<file path="src/rtl/bin2bcd_seq.sv">
// bin2bcd_seq: sequential binary-to-BCD converter (shift-and-add-3), one
// input bit per clock. Sits behind the divider and feeds the display path.
//
// Ports:
//   clk, rst          clock (rising edge), asynchronous active-high reset
//   in_valid/in_ready upstream handshake; a word is taken only in IDLE
//   bin               unsigned binary operand (WIDTH bits)
//   out_valid/out_ready downstream handshake; result held until taken
//   bcd               packed BCD, units digit in [3:0]
//   busy              high while converting or holding a result
module bin2bcd_seq #(
    parameter int WIDTH  = 16,
    parameter int DIGITS = 5,
    parameter int CNT_W  = 5
) (
    input  logic                  clk,
    input  logic                  rst,
    input  logic                  in_valid,
    output logic                  in_ready,
    input  logic [WIDTH-1:0]      bin,
    output logic                  out_valid,
    input  logic                  out_ready,
    output logic [4*DIGITS-1:0]   bcd,
    output logic                  busy
);

    localparam int AW = 4 * DIGITS;

    typedef enum logic [1:0] {
        IDLE  = 2'd0,
        SHIFT = 2'd1,
        DONE  = 2'd2
    } state_t;

    state_t              state_q, state_d;
    logic [WIDTH-1:0]    sr_q, sr_d;
    logic [AW-1:0]       acc_q, acc_d;
    logic [CNT_W-1:0]    cnt_q, cnt_d;
    logic [AW-1:0]       bcd_q, bcd_d;
    logic                out_valid_q, out_valid_d;
    logic                busy_q, busy_d;

    logic [AW-1:0]       acc_adj;
    logic [AW+WIDTH-1:0] shift_v;

    // Digit correction happens on the pre-shift value, all digits in parallel.
    always_comb begin
        acc_adj = '0;
        for (int i = 0; i < DIGITS; i++) begin
            acc_adj[4*i +: 4] = (acc_q[4*i +: 4] >= 4'd5) ? acc_q[4*i +: 4] + 4'd3
                                                          : acc_q[4*i +: 4];
        end
        // Binary MSB moves into accumulator bit 0; accumulator overflow is dropped.
        shift_v = {acc_adj, sr_q} << 1;
    end

    always_comb begin
        state_d     = state_q;
        sr_d        = sr_q;
        acc_d       = acc_q;
        cnt_d       = cnt_q;
        bcd_d       = bcd_q;
        out_valid_d = out_valid_q;
        busy_d      = busy_q;
        case (state_q)
            IDLE: begin
                if (in_valid) begin
                    sr_d    = bin;
                    acc_d   = '0;
                    cnt_d   = '0;
                    busy_d  = 1'b1;
                    state_d = SHIFT;
                end
            end
            SHIFT: begin
                acc_d = shift_v[AW+WIDTH-1:WIDTH];
                sr_d  = shift_v[WIDTH-1:0];
                cnt_d = cnt_q + 1'b1;
                if (cnt_q == CNT_W'(WIDTH - 1)) begin
                    // Result register is only loaded here, so bcd never shows
                    // a partial conversion and keeps its value through IDLE.
                    bcd_d       = shift_v[AW+WIDTH-1:WIDTH];
                    out_valid_d = 1'b1;
                    state_d     = DONE;
                end
            end
            DONE: begin
                if (out_ready) begin
                    out_valid_d = 1'b0;
                    busy_d      = 1'b0;
                    state_d     = IDLE;
                end
            end
            default: begin
                out_valid_d = 1'b0;
                busy_d      = 1'b0;
                state_d     = IDLE;
            end
        endcase
    end

    always_ff @(posedge clk or posedge rst) begin
        if (rst) begin
            state_q     <= IDLE;
            sr_q        <= '0;
            acc_q       <= '0;
            cnt_q       <= '0;
            bcd_q       <= '0;
            out_valid_q <= 1'b0;
            busy_q      <= 1'b0;
        end else begin
            state_q     <= state_d;
            sr_q        <= sr_d;
            acc_q       <= acc_d;
            cnt_q       <= cnt_d;
            bcd_q       <= bcd_d;
            out_valid_q <= out_valid_d;
            busy_q      <= busy_d;
        end
    end

    // Depends on registered state only; held low while reset is applied.
    assign in_ready  = (state_q == IDLE) & ~rst;
    assign out_valid = out_valid_q;
    assign bcd       = bcd_q;
    assign busy      = busy_q;

endmodule

</file>
<file path="config.mk">
export PLATFORM = sky130hd
export DESIGN_NAME = bin2bcd_seq
export DESIGN_NICKNAME = d
export VERILOG_FILES = /design/src/rtl/bin2bcd_seq.sv
export SDC_FILE = /design/constraint.sdc
export NUM_CORES = 1
export LEC_CHECK = 0
export BUFFER_PORTS_ARGS = -buffer_cell sky130_fd_sc_hd__clkbuf_2
export CORE_ASPECT_RATIO = 0.8
export CORE_MARGIN = 5
export CORE_UTILIZATION = 43
export DETAILED_ROUTE_END_ITERATION = 7
export GPL_TIMING_DRIVEN = 0
export PLACE_DENSITY = 0.63
export SLEW_MARGIN = 10
export SYNTH_ARGS = -nofsm -noshare
export SYNTH_HDL_FRONTEND = slang
export SYNTH_SLANG_ARGS = --single-unit
</file>
<file path="constraint.sdc">
create_clock -name clk -period 2.15 [get_ports clk]
set_clock_uncertainty 0.05 [all_clocks]
set_input_delay 0.215 -clock clk [delete_from_list [all_inputs] [get_ports clk]]
set_output_delay 0.215 -clock clk [all_outputs]
set_load 0.1 [all_outputs]
</file>
# Yosys cells after proc, flatten, opt, wreduce, memory -nomap -nowiden
# Cells that the tools add are included.
# op_classes
addsub	6
magnitude_cmp	5
n_eq_ne	6
n_reduce_logical	7
bitwise_logic	4
mux	20
# op_table
op	count
$pmux 20 s2	1
$pmux 16 s2	1
$ge 4x3->1 const B	5
$mux 20	1
$add 4x2->4 const B	4
$mux 16	1
$mux 4	4
$pmux 5 s2	1
$reduce_and 3->1	3
$mux 2	3
$ne 2x2->1 const B	3
$pmux 1 s3	2
$pmux 2 s3	1
$add 5x1->5 const B	1
$eq 5x4->1 const B	1
$mux 5	1
$reduce_and 2->1	2
$add 3x2->3 const B	1
$mux 1	3
$mux 3	1
$not 1->1	3
$eq 2x1->1 const B	1
$eq 2x2->1 const B	1
$logic_not 2->1	1
other kinds (2)	2
# word_totals
ff_bits	65
wordCells	55
output_inout_bits	23
input_bits	20

# Logic depth before layout (Yosys ltp)
# Gate-level depths: netlist (run 1).
# logic_depth
depth_word	3
mapped_depth	7
ltp_nobuf	6

# Worst setup path before layout (run 1)
# OpenSTA, ideal clock, no wires.
# synth_timing
path_kind	register to output
startpoint	register state_q[0]
endpoint	output in_ready
path_slack_ns	-0.878
arrival_ns	2.763
stages_incl_launch_ff	4
path_cell_list	dfrtp_1 > buf_2 > buf_2 > nor3_1
# synth_via
elab_chain_len	2
# synth_rtl
element	line	source
start, declared	35	state_t state_q, state_d;
start signal, assigned	112	state_q <= state_d;
$logic_not 2->1	123	assign in_ready = (state_q == IDLE) & ~rst;
$and 1x1->1	123	
end, declared	19	output logic in_ready,
# Every way passes these cells.

# Worst setup path in the final report (run 1)
# layout_timing
startpoint	register state_q[1]
endpoint	output in_ready
# Same word-level chain as after synthesis.

==> flow_summary.yaml, run 1 <==
setup_path:
  cp_data_required_time_ns: 1.88
  crit_path_end: "in_ready"
  r2r_slack_ns: 0.33
  category_of_the_worst_setup_path_capture_point: "output port"
  worst_setup_path_start_kind: "flop"
  worstReg2RegStart: "acc_q[12]"
  reg2reg_depth: 6
  worstPathMaxFanout: 10
  timing.critical_path.from: "state_q[1]"
  rr_endpoint: "acc_q[14]"
  cp_data_arrival_time_ns: 1.73
  crit_type: "reg2out"
floorplanning:
  die_x_um: 105
  core_area_um2: 6960
  row_count: 27
  overall_die_area_um2: 9050
  die_height_um: 86.1
  io_pins: 43
  initial_core_util_pct: 44.7
route:
  route.detailed.wl_per_inst_um: 14.3
  post_drt_via_cell_ratio: 5.28
  initial_drc_count: 87
  totalWireLength_um: 6810
  detailroute.via_count: 2517
  drtPass1Iterations: 4
  drt_drc_violations_left: 0
  drtAntennaViolNets: 0
synth:
  ys_top_cells_by_count: "dfrtp_1, o21ai_0, nand2_1"
  synthArstFlopShare_pct: 100
  ys_top_cells_by_area: "dfrtp_1, o21ai_0, nand2_1"
  ys_seq_elements: 65
  synth-edff-count: 0
  syn_area_per_cell_um2: 9.32
  synth_fp_nets: 366
  yosys_warnings: 0
  yosys.area.top_type: "dfrtp_1"
  synthesized_instance_count: 334
  synth.lib_cells_used.distinct: 27
  leading_register_cell_type_out_of_synthesis: "dfrtp_1"
  yosysSeqAreaShare_pct: 52.3
  yosys.area.top_type_share_pct: 52.3
  synth.cell_area_um2: 3110
timing:
  maxSlewHeadroom_pct: 63.9
  period_share_pct: 93.0
  fin_ws_ns: 0.151
  layout_min_cycle_time_ns: 2.00
  worst-slew-pin-transition_ns: 0.543
  setup_tns_ns: 0
  finalMaxSlewViolations: 0
  grt_setup_unrepaired: "false"
  timing_hold_violations_final: 0
  max_freq_mhz: 500
  timing.final.setup_violations: 0
place:
  routabilityCongestion: 0.765
  numPortBuffers: 42
  post-place-ws_ns: 0.322
  placed_area_um2: 3470
  hpwlAfterDp_um: 4700
hold_path:
  hold_path.class: "in2reg"
  min_delay_path_depth: 4
  worst_hold_startpoint: "out_ready"
global_route:
  grt_start_max_net_pins: 64
  number_of_global_route_vias_before_repair: 2559
  grt-ovfl-total: 0
  wire_length_of_the_first_global_routing_pass_um: 12100
  grt_antenna_before_repair: 0
  globalRouteTotalUtil_pct: 16.4
layout:
  sequential_cell_area_um2: 1630
  post_route_cells_drive_above_1_share_pct: 20.3
  fin_area_um2: 3640
  antenna_cells: 0
  synthesis_to_layout_area_growth_pct: 16.9
  filler_cell_count: 659
  final_nets: 421
  multi_input_area_um2: 1350
clock_network:
  cts_made_buffers: 9
  cts-root-buf: "clkbuf_8"
  cts.htree.levels: 3
  clock_latency_ns: 0.34
  cts_num_sinks: 65
  cts_tree: "yes"
  max-clock-path-buffers: 2
  cts_clk_pin_slew_worst_paths_ns: 0.06
outcome:
  run_status: "complete, no violations"
job:
  cap_viol_max_count: 0
-- repair_timing --
item / 4_1_cts / 5_1_grt
gates resized for setup: 0 / 1
endpoints found under the hold margin: 65 / 0
hold buffers: 1 / 0
setup buffers: 0 / 0
endpoints found under the setup margin: 0 / 1
-- cell families after synthesis --
kind of cell / synth area share (%)
simple gates: 17.4
compound gates: 17.1
flops: 52.3
buf+inv: 4.74
fa+ha+maj: 4.82
mux: 2.29
xor+xnor: 1.41
-- layer usage --
| layer | vias to the layer above | global-route usage [%] | wire length, µm |
|---|---|---|---|
| li1 | 1249 | - | - |
| met1 | 1222 | 21.7 | 3280 |
| met2 | 40 | 27.1 | 3220 |
| met3 | 6 | 4.82 | 263 |
| met4 | 0 | 3.14 | 44 |
| met5 | - | 0 | 0 |
-- critical path: stages (launching register included) --
cell and delay [ns]:
dfrtp_1 0.45, clkbuf_1 0.28, nor3_4 0.22, buf_2 0.44
-- area by class of cell --
cell class	count	share of cell area [%]
Sequential cell	65	44.7
Multi-Input combinational cell	237	37.1
Timing Repair Buffer	44	6.81
Clock buffer	11	4.16
Tap cell	87	2.99
Buffer	18	2.61
Inverter	14	1.51
Clock inverter	1	0.138
-- flip-flops by register name, indices dropped and copies added, names as in the netlist --
register / cells
out_valid: 1
sr_q: 16
cnt_q: 5
busy: 1
state_q: 2
bcd: 20
acc_q: 20
-- worst min path at each step --
stage          slack (ns)    endpoint
2_1_floorplan        0.34  state_q[1]
3_3_place_gp         0.41     bcd[16]
3_5_place_dp         0.07     sr_q[3]
4_1_cts              0.11  state_q[1]
5_1_grt              0.13  state_q[1]
6_report             0.12  state_q[1]
-- cells in the final DEF, fill, tap and decap left out, types with 3 or more instances in the layout --
master	instances
clkbuf_1	3
nand2b_1	6
nor3b_1	22
o21ai_0	65
clkbuf_8	11
dfrtp_1	65
buf_2	13
a21oi_1	30
ha_1	12
nor3_1	6
nand3_1	5
clkbuf_2	42
a22o_1	3
mux2_2	5
xnor2_1	5
nor2_1	7
inv_1	13
nand2_1	62
-- per-stage QoR --
step	instances	hold slack [ns]	utilization (%)
6_report	477	0.116	52.3
5_1_grt	477	0.132	52.3
4_1_cts	477	0.112	52.3
3_5_place_dp	464	0.0701	49.9
3_3_place_gp	463	0.411	49.5
2_1_floorplan	334	0.338	-
Power of run 1 is left out: the tool's default activity adds up to more than one toggle a clock period on the data nets, which glitch-free logic cannot reach.
==> inputs of run 2 (changes only) <==
--- a/config.mk
+++ b/config.mk
@@ -5,6 +5,7 @@
 export SDC_FILE = /design/constraint.sdc
 export NUM_CORES = 1
 export LEC_CHECK = 0
+export ABC_AREA = 1
 export BUFFER_PORTS_ARGS = -buffer_cell sky130_fd_sc_hd__clkbuf_2
 export CORE_ASPECT_RATIO = 0.8
 export CORE_MARGIN = 5
==> run 2 against run 1 <==
Register-to-register slack improved by 0.13 ns. Wire length rose by 1.2%. Worst setup slack improved by 0.26 ns. Sequential share of layout area barely moved. Non-clock buffer count fell by 8. Critical path depth rose by 1. First-iteration DRC count rose by 9.2%. Final cell count rose by 10%. Die area fell by 0.29%. Via count rose by 4.4%. Critical path type is now in2out.
==> flow_summary.yaml, run 2 <==
hold_path:
  worst_hold_startpoint: "bin[0]"
  min_delay_path_depth: 3
  hold_path.class: "in2reg"
  timing.hold.worst_endpoint: "sr_q[0]"
place:
  post-place-ws_ns: 0.460
  hpwlAfterDp_um: 4860
  numPortBuffers: 42
  routabilityCongestion: 0.849
route:
  totalWireLength_um: 6890
  drtAntennaViolNets: 0
  route.detailed.wl_per_inst_um: 13.1
  drt_drc_violations_left: 0
  post_drt_via_cell_ratio: 5.00
  initial_drc_count: 95
  detailroute.via_count: 2628
  drtPass1Iterations: 4
floorplanning:
  overall_die_area_um2: 9020
  core_area_um2: 6960
  row_count: 27
  die_height_um: 86.0
  die_x_um: 105
  io_pins: 43
  initial_core_util_pct: 44.6
job:
  cap_viol_max_count: 0
synth:
  synthesized_instance_count: 379
  synthMostInstantiatedCell: "nand2_1"
  yosys.area.top_type_share_pct: 52.4
  synth-edff-count: 0
  post_synth_fa_ha_maj_area_fraction_pct: 4.84
  yosys_warnings: 0
  syn_area_per_cell_um2: 8.18
  synth_fp_nets: 411
  synthArstFlopShare_pct: 100
  ys_top_cells_by_count: "nand2_1, dfrtp_1, nand3_1"
  simple_gate_portion_of_the_synthesized_area_pct: 31.8
  largest_family_of_logic_cells_by_synthesized_area: "simple AND/OR/NAND/NOR gates"
  synth.lib_cells_used.distinct: 21
  synth_mux_area_share_pct: 0
  synth.cell_area_um2: 3100
  complex_gate_fraction_of_the_synthesized_area_pct: 5.08
  leading_register_cell_type_out_of_synthesis: "dfrtp_1"
  synth-xor-area-share_pct: 0
  ys_seq_elements: 65
  yosys.area.top_type: "dfrtp_1"
  yosysSeqAreaShare_pct: 52.4
  ys_top_cells_by_area: "dfrtp_1, nand2_1, nand3_1"
global_route:
  grt_start_max_net_pins: 55
  grt-ovfl-total: 0
  globalRouteTotalUtil_pct: 16.6
  grt_antenna_before_repair: 0
  wire_length_of_the_first_global_routing_pass_um: 12100
  number_of_global_route_vias_before_repair: 2598
setup_path:
  category_of_the_worst_setup_path_capture_point: "output port"
  crit_type: "in2out"
  cp_data_arrival_time_ns: 1.47
  worst_setup_path_start_kind: "input pin"
  worstPathMaxFanout: 2
  cp_data_required_time_ns: 1.88
  worstReg2RegStart: "cnt_q[0]"
  rr_endpoint: "bcd[8]"
  r2r_slack_ns: 0.46
  reg2reg_depth: 9
clock_network:
  clock_latency_ns: 0.34
  cts_made_buffers: 9
  cts-root-buf: "clkbuf_8"
  cts_clk_pin_slew_worst_paths_ns: 0.07
  max-clock-path-buffers: 2
  post_cts.repair.setup_buffers: 0
  cts.htree.levels: 3
  post_cts_resized: 0
  cts-hold-fix-buffers: 1
  cts_tree: "yes"
  cts_num_sinks: 65
layout:
  post_route_cells_drive_above_1_share_pct: 17.1
  filler_cell_count: 670
  mostFrequentLayoutCells: "nand2_1, dfrtp_1, nand3_1"
  synthesis_to_layout_area_growth_pct: 17.3
  final_nets: 466
  final_common_cell: "nand2_1"
  antenna_cells: 0
timing:
  timing_hold_violations_final: 0
  timing.final.setup_violations: 0
  max_freq_mhz: 576
  period_share_pct: 80.8
  fin_ws_ns: 0.413
  layout_min_cycle_time_ns: 1.74
  worst-slew-pin-transition_ns: 0.548
  maxSlewHeadroom_pct: 63.6
  grt_setup_unrepaired: "false"
  finalMaxSlewViolations: 0
outcome:
  run_status: "complete, no violations"
-- run 2: cell types whose count changed after synthesis, sizes merged, moves of 5 or more --
cell | before | now
a21oi | 30 | 1
nand4 | 0 | 10
nand2b | 6 | 0
mux2 | 6 | 0
nand3 | 5 | 52
o22ai | 0 | 6
nand2 | 63 | 160
inv | 14 | 30
nor3 | 7 | 1
xnor2 | 5 | 0
o21ai | 65 | 20
nor3b | 22 | 0
-- run 2: stage by stage --
stage / TNS (ns) / std cells / util, % / hold WS [ns] / cell area (µm²)
floorplan: 0 / 379 / - / 0.282 / 3110
global placement: -40.15 / 508 / 49.2 / 0.383 / 3430
detailed placement: 0 / 509 / 49.7 / 0.106 / 3460
CTS: 0 / 526 / 52.3 / 0.0222 / 3640
global route: 0 / 526 / 52.3 / 0.0330 / 3640
finish: 0 / 526 / 52.3 / 0.0307 / 3640
-- run 2: kinds of logic (layout without fill, tap and decap cells) --
| family | Yosys count | in the layout |
|---|---|---|
| fa+ha+maj | 12 | 12 |
| buf+inv | 40 | 100 |
| simple gates | 233 | 233 |
| flops | 65 | 65 |
| compound gates | 29 | 29 |
-- run 2: layout make-up --
type / instances / area [µm²] / area share [%]
sequential: 65 / 1630 / 44.7
timing repair buffer: 44 / 248 / 6.81
multi-input combinational: 274 / 1300 / 35.7
clock buffer: 13 / 159 / 4.37
inverter: 30 / 118 / 3.23
clock inverter: 3 / 15.0 / 0.413
tap: 87 / 109 / 2.99
buffer: 10 / 66.3 / 1.82
-- run 2: how the worst max path moves through the flow --
stage / from / to / cells past startpoint / slack (ns)
3_5_place_dp: cnt_q[0] / bcd[8] / 9 / 0.46
4_1_cts: rst / in_ready / 4 / 0.41
5_1_grt: cnt_q[1] / bcd[8] / 9 / 0.30
3_3_place_gp: rst / bcd[14] / 2 / -0.62
2_1_floorplan: state_q[0] / in_ready / 1 / 0.24
6_report: rst / in_ready / 4 / 0.41
-- run 2: layer usage --
layer	share of wire (%)	up-vias	global-route usage, %	wire length [µm]
met5	0	-	0	0
met4	1.3	0	5.34	87
met3	4.5	8	5.27	311
met2	46	52	26.7	3150
met1	48	1222	21.6	3340
li1	-	1346	-	-
-- run 2: worst max-delay path: stages --
cell and delay [ns]:
dlygate4sd3_1 0.54, clkbuf_2 0.14, nor3_2 0.10, clkbuf_2 0.48
Power of run 2 is left out for the same reason.
==> inputs of run 3 (changes only) <==
==> constraint.sdc (replaced) <==
create_clock -name clk -period 1.7 [get_ports clk]
set_clock_uncertainty 0.05 [all_clocks]
set_input_delay 0.17 -clock clk [delete_from_list [all_inputs] [get_ports clk]]
set_output_delay 0.17 -clock clk [all_outputs]
set_load 0.1 [all_outputs]
==> run 3 against run 2 <==
Sequential share of layout area fell by 2.5 points. Register-to-register slack got worse by 0.35 ns. Wire length rose by 2.1%. Critical path type is now reg2reg. Critical path depth rose by 4. Clock-buffer cell count fell by 2. Non-clock buffer count rose by 18. First-iteration DRC count rose by 53%. Global-route usage barely moved. Sequential cell count did not move.
==> flow_summary.yaml, run 3 (synthesis gave the netlist of run 2 again) <==
outcome:
  run_status: "complete, no violations"
global_route:
  grt_start_max_net_pins: 35
  wire_length_of_the_first_global_routing_pass_um: 12200
  grt_antenna_before_repair: 0
  grt-ovfl-total: 0
  globalRouteTotalUtil_pct: 16.6
  number_of_global_route_vias_before_repair: 2696
clock_network:
  cts_num_sinks: 65
  cts_tree: "yes"
  max-clock-path-buffers: 2
  cts_clk_pin_slew_worst_paths_ns: 0.07
  cts.htree.levels: 3
  clock_latency_ns: 0.34
  cts_made_buffers: 9
  cts-root-buf: "clkbuf_8"
hold_path:
  hold_path.class: "in2reg"
layout:
  synthesis_to_layout_area_growth_pct: 24.2
  filler_cell_count: 634
  antenna_cells: 0
  final_nets: 484
  fin_area_um2: 3850
  mostFrequentLayoutCells: "nand2_1, dfrtp_1, nand3_1"
  final_common_cell: "nand2_1"
  post_route_cells_drive_above_1_share_pct: 17.7
timing:
  fin_worst_hold_slack_ns: 0.0162
  finalMaxSlewViolations: 0
  period_share_pct: 93.7
  grt_setup_unrepaired: "false"
  max_freq_mhz: 628
  timing_hold_violations_final: 0
  worst-slew-pin-transition_ns: 0.744
  fin_ws_ns: 0.107
  maxSlewHeadroom_pct: 50.3
  timing.final.setup_violations: 0
  layout_min_cycle_time_ns: 1.59
power_and_ir_drop:
  cellLeakagePower_nw: 2.04
  power.ir.vdd_worst_mv: 1.05
  total_power_mw: 8.36
  power.density_cell_area_nw_per_um2: 2170
setup_path:
  worst_setup_path_start_kind: "flop"
  cp_data_arrival_time_ns: 1.77
  category_of_the_worst_setup_path_capture_point: "flop"
  crit_type: "reg2reg"
  cp_data_required_time_ns: 1.87
  worstPathMaxFanout: 10
place:
  hpwlAfterDp_um: 4860
  numPortBuffers: 42
  placed_area_um2: 3460
  routabilityCongestion: 0.858
  post-place-ws_ns: -0.00124
route:
  drt_drc_violations_left: 0
  routedLengthMet1_um: 3350
  drtPass1Iterations: 4
  detailroute.via_count: 2707
  route.met3.wl_um: 415
  drtAntennaViolNets: 0
  totalWireLength_um: 7040
  routed-wl-met2_um: 3210
  top_layer_used: "met4"
  route.detailed.wl_per_inst_um: 12.9
  post_drt_via_cell_ratio: 4.98
  initial_drc_count: 145
floorplanning:
  initial_core_util_pct: 44.6
  row_count: 27
  io_pins: 43
  overall_die_area_um2: 9020
  die_x_um: 105
  die_height_um: 86.0
  core_area_um2: 6960
job:
  cap_viol_max_count: 0
-- run 3: cell count changes in the layout (fill, tap and decap cells not counted), sizes merged --
cell         change
clkinv           -1
clkbuf           -2
dlygate4sd3     +15
bufinv           +1
inv              -1
buf              +3
clkinvlp         +3
-- run 3: timing repair --
action / in CTS / in global routing
hold buffers: 16 / 0
buffers inserted: 3 / 1
cloned: 0 / 0
endpoints found under the setup margin: 9 / 22
gates resized for setup: 0 / 7
pin swaps: 1 / 1
endpoints found under the hold margin: 48 / 0
-- run 3: worst paths after layout --
check	end	cells after the start	startpoint	slack, ns
max	bcd[3]	8	cnt_q[0]	0.11
max in group asynchronous	bcd[17]	4	rst	0.51
min	sr_q[15]	3	bin[15]	0.02
max reg2reg	bcd[3]	8	cnt_q[0]	0.11
min in group asynchronous	acc_q[2]	3	rst	0.49
min reg2reg	bcd[13]	2	bcd[13]	0.43
-- run 3: through the flow --
| step | cells | util [%] | setup TNS, ns |
|---|---|---|---|
| 4_1_cts | 544 | 55.1 | 0 |
| 6_report | 544 | 55.3 | 0 |
| 3_5_place_dp | 509 | 49.7 | -0.00124 |
| 2_1_floorplan | 379 | - | 0 |
| 5_1_grt | 544 | 55.3 | 0 |
| 3_3_place_gp | 508 | 49.4 | -0.0259 |
-- run 3: per-layer routing --
metal  vias up  GRT usage (%)
met2        66           26.9
met1      1256           21.4
met4         0           4.65
met3         9           5.64
met5         -              0
li1       1376              -
-- run 3: cell type report --
type                    instances  area, µm²  area share (%)
repair buffers                 63        423            11.0
clock inverters                 5       55.1            1.43
multi-input cells             274       1320            34.3
clock buffers                  11        141            3.67
inverters                      30        121            3.15
well taps                      87        109            2.83
flip-flops and latches         65       1630            42.2
plain buffers                   9       55.1            1.43
-- run 3: critical path, stage by stage, from the launching register on --
cell     delay (ns)
dfrtp_1        0.39
ha_2           0.19
nand2_1        0.07
nor2_1         0.11
ha_2           0.22
nand2_4        0.09
buf_2          0.21
nand2_1        0.07
o21ai_0        0.07
-- run 3: power breakdown --
part / leakage [nW] / internal (mW) / switching [mW]
clock network: 0.0953 / 0.712 / 0.592
logic: 1.12 / 1.09 / 3.31
registers: 0.825 / 2.21 / 0.447
total: 2.04 / 4.01 / 4.35
Power figures use the tool's default switching activity.
